===== src/rtl/enigma_pkg.sv =====
// Shared definitions for the Enigma rotor datapath.
//
// Contents:
//   LETTER_W, ALPHA_SIZE  letter width and alphabet size (A..Z = 0..25)
//   letter_t              one alphabet letter / rotor position
//   NOTCH_I..NOTCH_V      turnover positions of the historical rotors I..V
//   out_state_t           occupancy of the one-entry output register
//   is_letter()           true when a 5-bit code is a real letter (0..25)
package enigma_pkg;

  localparam int LETTER_W   = 5;
  localparam int ALPHA_SIZE = 26;

  typedef logic [LETTER_W-1:0] letter_t;

  // Position at which each rotor kicks its left-hand neighbour.
  localparam letter_t NOTCH_I   = letter_t'(16);  // Q
  localparam letter_t NOTCH_II  = letter_t'(4);   // E
  localparam letter_t NOTCH_III = letter_t'(21);  // V
  localparam letter_t NOTCH_IV  = letter_t'(9);   // J
  localparam letter_t NOTCH_V   = letter_t'(25);  // Z

  typedef enum logic {
    OUT_EMPTY = 1'b0,
    OUT_FULL  = 1'b1
  } out_state_t;

  function automatic logic is_letter(input letter_t l);
    return l < letter_t'(ALPHA_SIZE);
  endfunction

endpackage


===== src/rtl/rotor_pos_inc.sv =====
// Combinational mod-26 rotor position increment.
//
// Ports:
//   pos       in   current position, 0..25
//   en        in   advance the rotor by one position
//   pos_next  out  pos+1 mod 26 when en, otherwise pos
module rotor_pos_inc
  import enigma_pkg::*;
(
  input  letter_t pos,
  input  logic    en,
  output letter_t pos_next
);

  localparam letter_t LAST = letter_t'(ALPHA_SIZE - 1);

  // Z wraps straight to A; codes 26..31 are never produced.
  always_comb begin
    pos_next = pos;
    if (en) begin
      pos_next = (pos == LAST) ? letter_t'(0) : pos + letter_t'(1);
    end
  end

endmodule


===== src/rtl/rotor_step_ctrl.sv =====
// Enigma three-rotor stepping controller with a one-entry output register.
//
// Every accepted character advances the rotors (with the middle-rotor
// double step) and is handed downstream together with the rotor positions
// that must be used to encipher it.
//
// Ports:
//   clk, rst                     clock, synchronous active-high reset
//   load, r1_init..r3_init       load start positions (0..25)
//   in_valid, in_char, in_ready  input character handshake
//   out_valid, out_ready         output handshake
//   out_char                     accepted character, unchanged
//   r1_out, r2_out, r3_out       post-step rotor positions for out_char
//   out_err                      out_char was not a letter; no step taken
//   load_err                     sticky: a load carried an init value > 25
module rotor_step_ctrl
  import enigma_pkg::*;
#(
  parameter letter_t NOTCH3 = NOTCH_III,
  parameter letter_t NOTCH2 = NOTCH_II
) (
  input  logic    clk,
  input  logic    rst,
  input  logic    load,
  input  letter_t r1_init,
  input  letter_t r2_init,
  input  letter_t r3_init,
  input  logic    in_valid,
  input  letter_t in_char,
  output logic    in_ready,
  output logic    out_valid,
  input  logic    out_ready,
  output letter_t out_char,
  output letter_t r1_out,
  output letter_t r2_out,
  output letter_t r3_out,
  output logic    out_err,
  output logic    load_err
);

  out_state_t state, state_next;

  letter_t r1, r2, r3;
  letter_t r1_next, r2_next, r3_next;

  logic accept;
  logic char_ok;
  logic step_en;
  logic en2, en1;
  logic init_ok;

  assign out_valid = (state == OUT_FULL);
  assign in_ready  = !load && (!out_valid || out_ready);
  assign accept    = in_valid && in_ready;
  assign char_ok   = is_letter(in_char);
  assign init_ok   = is_letter(r1_init) && is_letter(r2_init) && is_letter(r3_init);

  // A non-letter is still accepted and passed through, but must not move
  // the rotors.
  assign step_en = accept && char_ok;

  // All decisions use the pre-step positions. The middle rotor also steps
  // when it sits on its own notch, which is what produces the double step.
  assign en2 = step_en && ((r3 == NOTCH3) || (r2 == NOTCH2));
  assign en1 = step_en && (r2 == NOTCH2);

  rotor_pos_inc u_inc1 (.pos(r1), .en(en1),     .pos_next(r1_next));
  rotor_pos_inc u_inc2 (.pos(r2), .en(en2),     .pos_next(r2_next));
  rotor_pos_inc u_inc3 (.pos(r3), .en(step_en), .pos_next(r3_next));

  always_ff @(posedge clk) begin
    if (rst) begin
      state <= OUT_EMPTY;
    end else begin
      state <= state_next;
    end
  end

  // A new accept always refills the register, so back-to-back traffic keeps
  // it FULL; it only empties when the entry leaves and nothing replaces it.
  always_comb begin
    state_next = state;
    unique case (state)
      OUT_EMPTY: begin
        if (accept) state_next = OUT_FULL;
      end
      OUT_FULL: begin
        if (accept) begin
          state_next = OUT_FULL;
        end else if (out_ready) begin
          state_next = OUT_EMPTY;
        end
      end
      default: state_next = OUT_EMPTY;
    endcase
  end

  // Load and accept never coincide because in_ready is low during load.
  always_ff @(posedge clk) begin
    if (rst) begin
      r1 <= '0;
      r2 <= '0;
      r3 <= '0;
    end else if (load) begin
      if (init_ok) begin
        r1 <= r1_init;
        r2 <= r2_init;
        r3 <= r3_init;
      end
    end else if (accept) begin
      r1 <= r1_next;
      r2 <= r2_next;
      r3 <= r3_next;
    end
  end

  always_ff @(posedge clk) begin
    if (rst) begin
      load_err <= 1'b0;
    end else if (load) begin
      load_err <= !init_ok;
    end
  end

  // Written only on accept, so a stalled entry stays stable.
  always_ff @(posedge clk) begin
    if (rst) begin
      out_char <= '0;
      r1_out   <= '0;
      r2_out   <= '0;
      r3_out   <= '0;
      out_err  <= 1'b0;
    end else if (accept) begin
      out_char <= in_char;
      r1_out   <= r1_next;
      r2_out   <= r2_next;
      r3_out   <= r3_next;
      out_err  <= !char_ok;
    end
  end

endmodule


===== config.mk =====
export PLATFORM = sky130hd
export DESIGN_NAME = rotor_step_ctrl
export DESIGN_NICKNAME = d
export VERILOG_FILES = /design/src/rtl/enigma_pkg.sv /design/src/rtl/rotor_pos_inc.sv /design/src/rtl/rotor_step_ctrl.sv
export SDC_FILE = /design/constraint.sdc
export NUM_CORES = 1
export LEC_CHECK = 0
export CORE_ASPECT_RATIO = 0.8
export CORE_MARGIN = 5
export CORE_UTILIZATION = 40
export CTS_CLUSTER_SIZE = 14
export DETAILED_ROUTE_END_ITERATION = 8
export GPL_TIMING_DRIVEN = 1
export PLACE_DENSITY = 0.65
export SLEW_MARGIN = 20
export SYNTH_ARGS = -nofsm -noshare
export SYNTH_HDL_FRONTEND = slang
export SYNTH_HIERARCHICAL = 1
export SYNTH_SLANG_ARGS = --single-unit

===== constraint.sdc =====
create_clock -name clk -period 2.8 [get_ports clk]
set_input_delay 0.84 -clock clk [delete_from_list [all_inputs] [get_ports clk]]
set_output_delay 0.84 -clock clk [all_outputs]
set_load 0.01 [all_outputs]

==> metrics, run 1 <==
status=finished, final reports clean; Overflow after GRT=0; DR WL/cell=13.3 µm; crit-path leading delay family=buffers and inverters; Final min period=2700 ps; iteration count of the initial detailed-routing pass=4; Min-Delay Path Depth=2; Worst Setup SP=out_ready; pin slew with the least headroom to its limit=673 ps; Data arrival, critical path=1860 ps; Die Y=77.2 µm; Rows=24; first-pass GRT wire length=8940 µm; fill cell count=512; DRT iter0 DRCs=101; DRC=0; Final Hold Fails=0; GRT Overall Usage=15.3%; I/O pins=49; TritonCTS clock tree=done; Synth Cell Area=2260 µm²; DPL Wire Length=3870 µm; post-synth cell types=36; core area=5470 µm²; slowest cell on the critical path=clkdlybuf4s50_1; Setup TNS=0 ps; VDD IR max=219 µV; CTS buffer count=5; worst path cell trace=clkdlybuf4s50_1 > nand2b_2 > and2_1 > dlygate4sd2_1; Fmax achieved=0.371 GHz; Final ANT Viol Nets=0; worst stage delay on the critical path=390 ps; share of cells above drive strength 1=20.4%; Non-Filler Instances=397; Setup-failing EPs final=0; DRT Wirelength=5290 µm; post-synthesis sequential area ratio=33.7%; placed cells=390; vias=1917; CP required=1960 ps; vias per cell=4.83; CP Class=in2out; CTS root buf=clkbuf_8; synth-to-layout area growth=31.5%; depth of the worst register-to-register path=10; CTS Buffer Depth=2; Leak=0.00121 µW; max-slew violations=0; largest net degree at the start of global routing=38; worst reg2reg startpoint=r3[2]; unrepaired setup endpoints after global routing=no; Layout Skew=8.71 ps; vias in the first global route=1868; max_slew headroom=55.2%; Worst setup SP type=input pin; multi-input logic area=1370 µm²; endpoint type of the worst setup path=primary output; Max-Cap Viols=0; hold_sp=r1_out[2]; total number of yosys warnings=6; crit-path max FO=3; register area=761 µm²; Final #Nets=350; die width=94.0 µm; hold crit path type=reg2reg; number of H-tree levels=2; diode count=0; Mean Syn Cell Area=8.79 µm²; Crit path buffers/inverters=2; clock transition at the registers of the reported paths=70 ps; Initial Util=41.3%; fin crit share=96.4%; GPL Wtd Cong=0.778; Reg2Reg Capture Point=r2[2]; synthesized flop and latch total=38; # port buffers=48; CTS sink cnt=38; Clock Latency Late Sink=290 ps; most frequent cells in the layout=46 x nand2_1, 46 x clkdlybuf4s50_1, 38 x dfxtp_1, 27 x nor2_1; setup slack, reg-to-reg=660 ps; Hold Crit Endpoint=r1_out[2]; cell count after synthesis=257; Net Count, Synth=288; DIE AREA=7260 µm²; Power Density=412 nW/µm²; initial antenna violation count=0; cts hold-fix bufs=0
-- where the power goes --
| part | switching (µW) | leakage, µW | internal [µW] |
|---|---|---|---|
| registers | 30.8 | 0.000309 | 566 |
| logic | 119 | 0.000858 | 145 |
| clock network | 196 | 0.0000438 | 167 |
-- synthesized netlist by cell type --
library cell / n / area [µm²]
buf_6: 4 / 45.0
inv_2: 1 / 3.75
a211oi_2: 3 / 37.5
mux2_2: 5 / 56.3
mux2_4: 10 / 150
mux2i_1: 18 / 180
and2_1: 2 / 12.5
buf_4: 3 / 22.5
nand2_4: 1 / 11.3
nand3b_1: 1 / 7.51
nand2_1: 46 / 173
o211ai_2: 3 / 37.5
nor2b_1: 15 / 93.8
and3_1: 1 / 6.26
buf_2: 4 / 20.0
inv_1: 4 / 15.0
nor3_1: 1 / 5.00
xor2_1: 6 / 52.6
nand4_2: 3 / 37.5
nor4bb_1: 1 / 10.0
buf_12: 1 / 20.0
nor2_1: 27 / 101
nand2b_2: 1 / 8.76
dfxtp_1: 38 / 761
o211a_1: 1 / 10.0
xnor2_1: 3 / 26.3
ha_1: 6 / 75.1
nor2_2: 6 / 37.5
clkbuf_1: 4 / 15.0
nand3_1: 3 / 15.0
a22o_1: 3 / 26.3
nand3_4: 1 / 17.5
o211ai_1: 3 / 22.5
nand2b_1: 1 / 6.26
a21oi_1: 23 / 115
nand4_1: 4 / 25.0
-- registers in the layout, summed over array words and instances (netlist names) --
register / count
out_char: 5
r1: 5
r1_out: 5
r2: 5
r2_out: 5
r3: 5
r3_out: 5
load_err: 1
out_err: 1
out_valid: 1
-- how the worst max path moves through the flow --
stage	endpoint	cells after the start
CTS	r1[2]	11
floorplan	r2[0]	12
detailed placement	r2[0]	11
finish	in_ready	4
global route	r1[0]	12
global placement	r2[0]	11
-- cell families after synthesis --
family,synth area share (%)
simple gates,25.1
flops,33.7
compound gates,11.0
mux,17.1
buf+inv,6.26
xor+xnor,3.49
fa+ha+maj,3.32
-- through the flow --
stage | instance area, µm² | setup WS, ps | hold slack (ps) | util, % | total power (µW)
floorplan | 2260 | 310 | 481 | - | 766
global placement | 2880 | -166 | 441 | 52.7 | 871
detailed placement | 2880 | -195 | 448 | 52.7 | 873
CTS | 2960 | 89.2 | 459 | 54.2 | 1230
global route | 2970 | 3.22 | 477 | 54.3 | 1280
finish | 2970 | 101 | 455 | 54.3 | 1220
-- metal layers --
layer | track usage, % | part of all wire, %
met5 | 0 | 0
met1 | 20.9 | 51
met3 | 3.72 | 4.6
met4 | 3.90 | 0.83
met2 | 24.1 | 44
-- repair_timing --
action,CTS,global route
buffers inserted,0,0
gates resized for setup,1,2
endpoints found under the setup margin,1,7
-- cell type report --
type                    instances  area share [%]
multi-input cells             198            46.0
flip-flops and latches         38            25.6
repair buffers                 71            21.8
well taps                      78            3.29
clock buffers                   5            2.32
inverters                       5           0.632
clock inverters                 2           0.337
-- worst min-delay path, stage by stage (launching register included) --
cell,delay (ps)
dfxtp_1,310
nand2_1,50
a21oi_1,50
Power figures use the tool's default switching activity.
==> run 2: changes to the inputs <==
HOLD_SLACK_MARGIN = 0.08   (was unset)
==> results of run 2 <==
Final layout, timing and power as in run 1 (identical DEF).
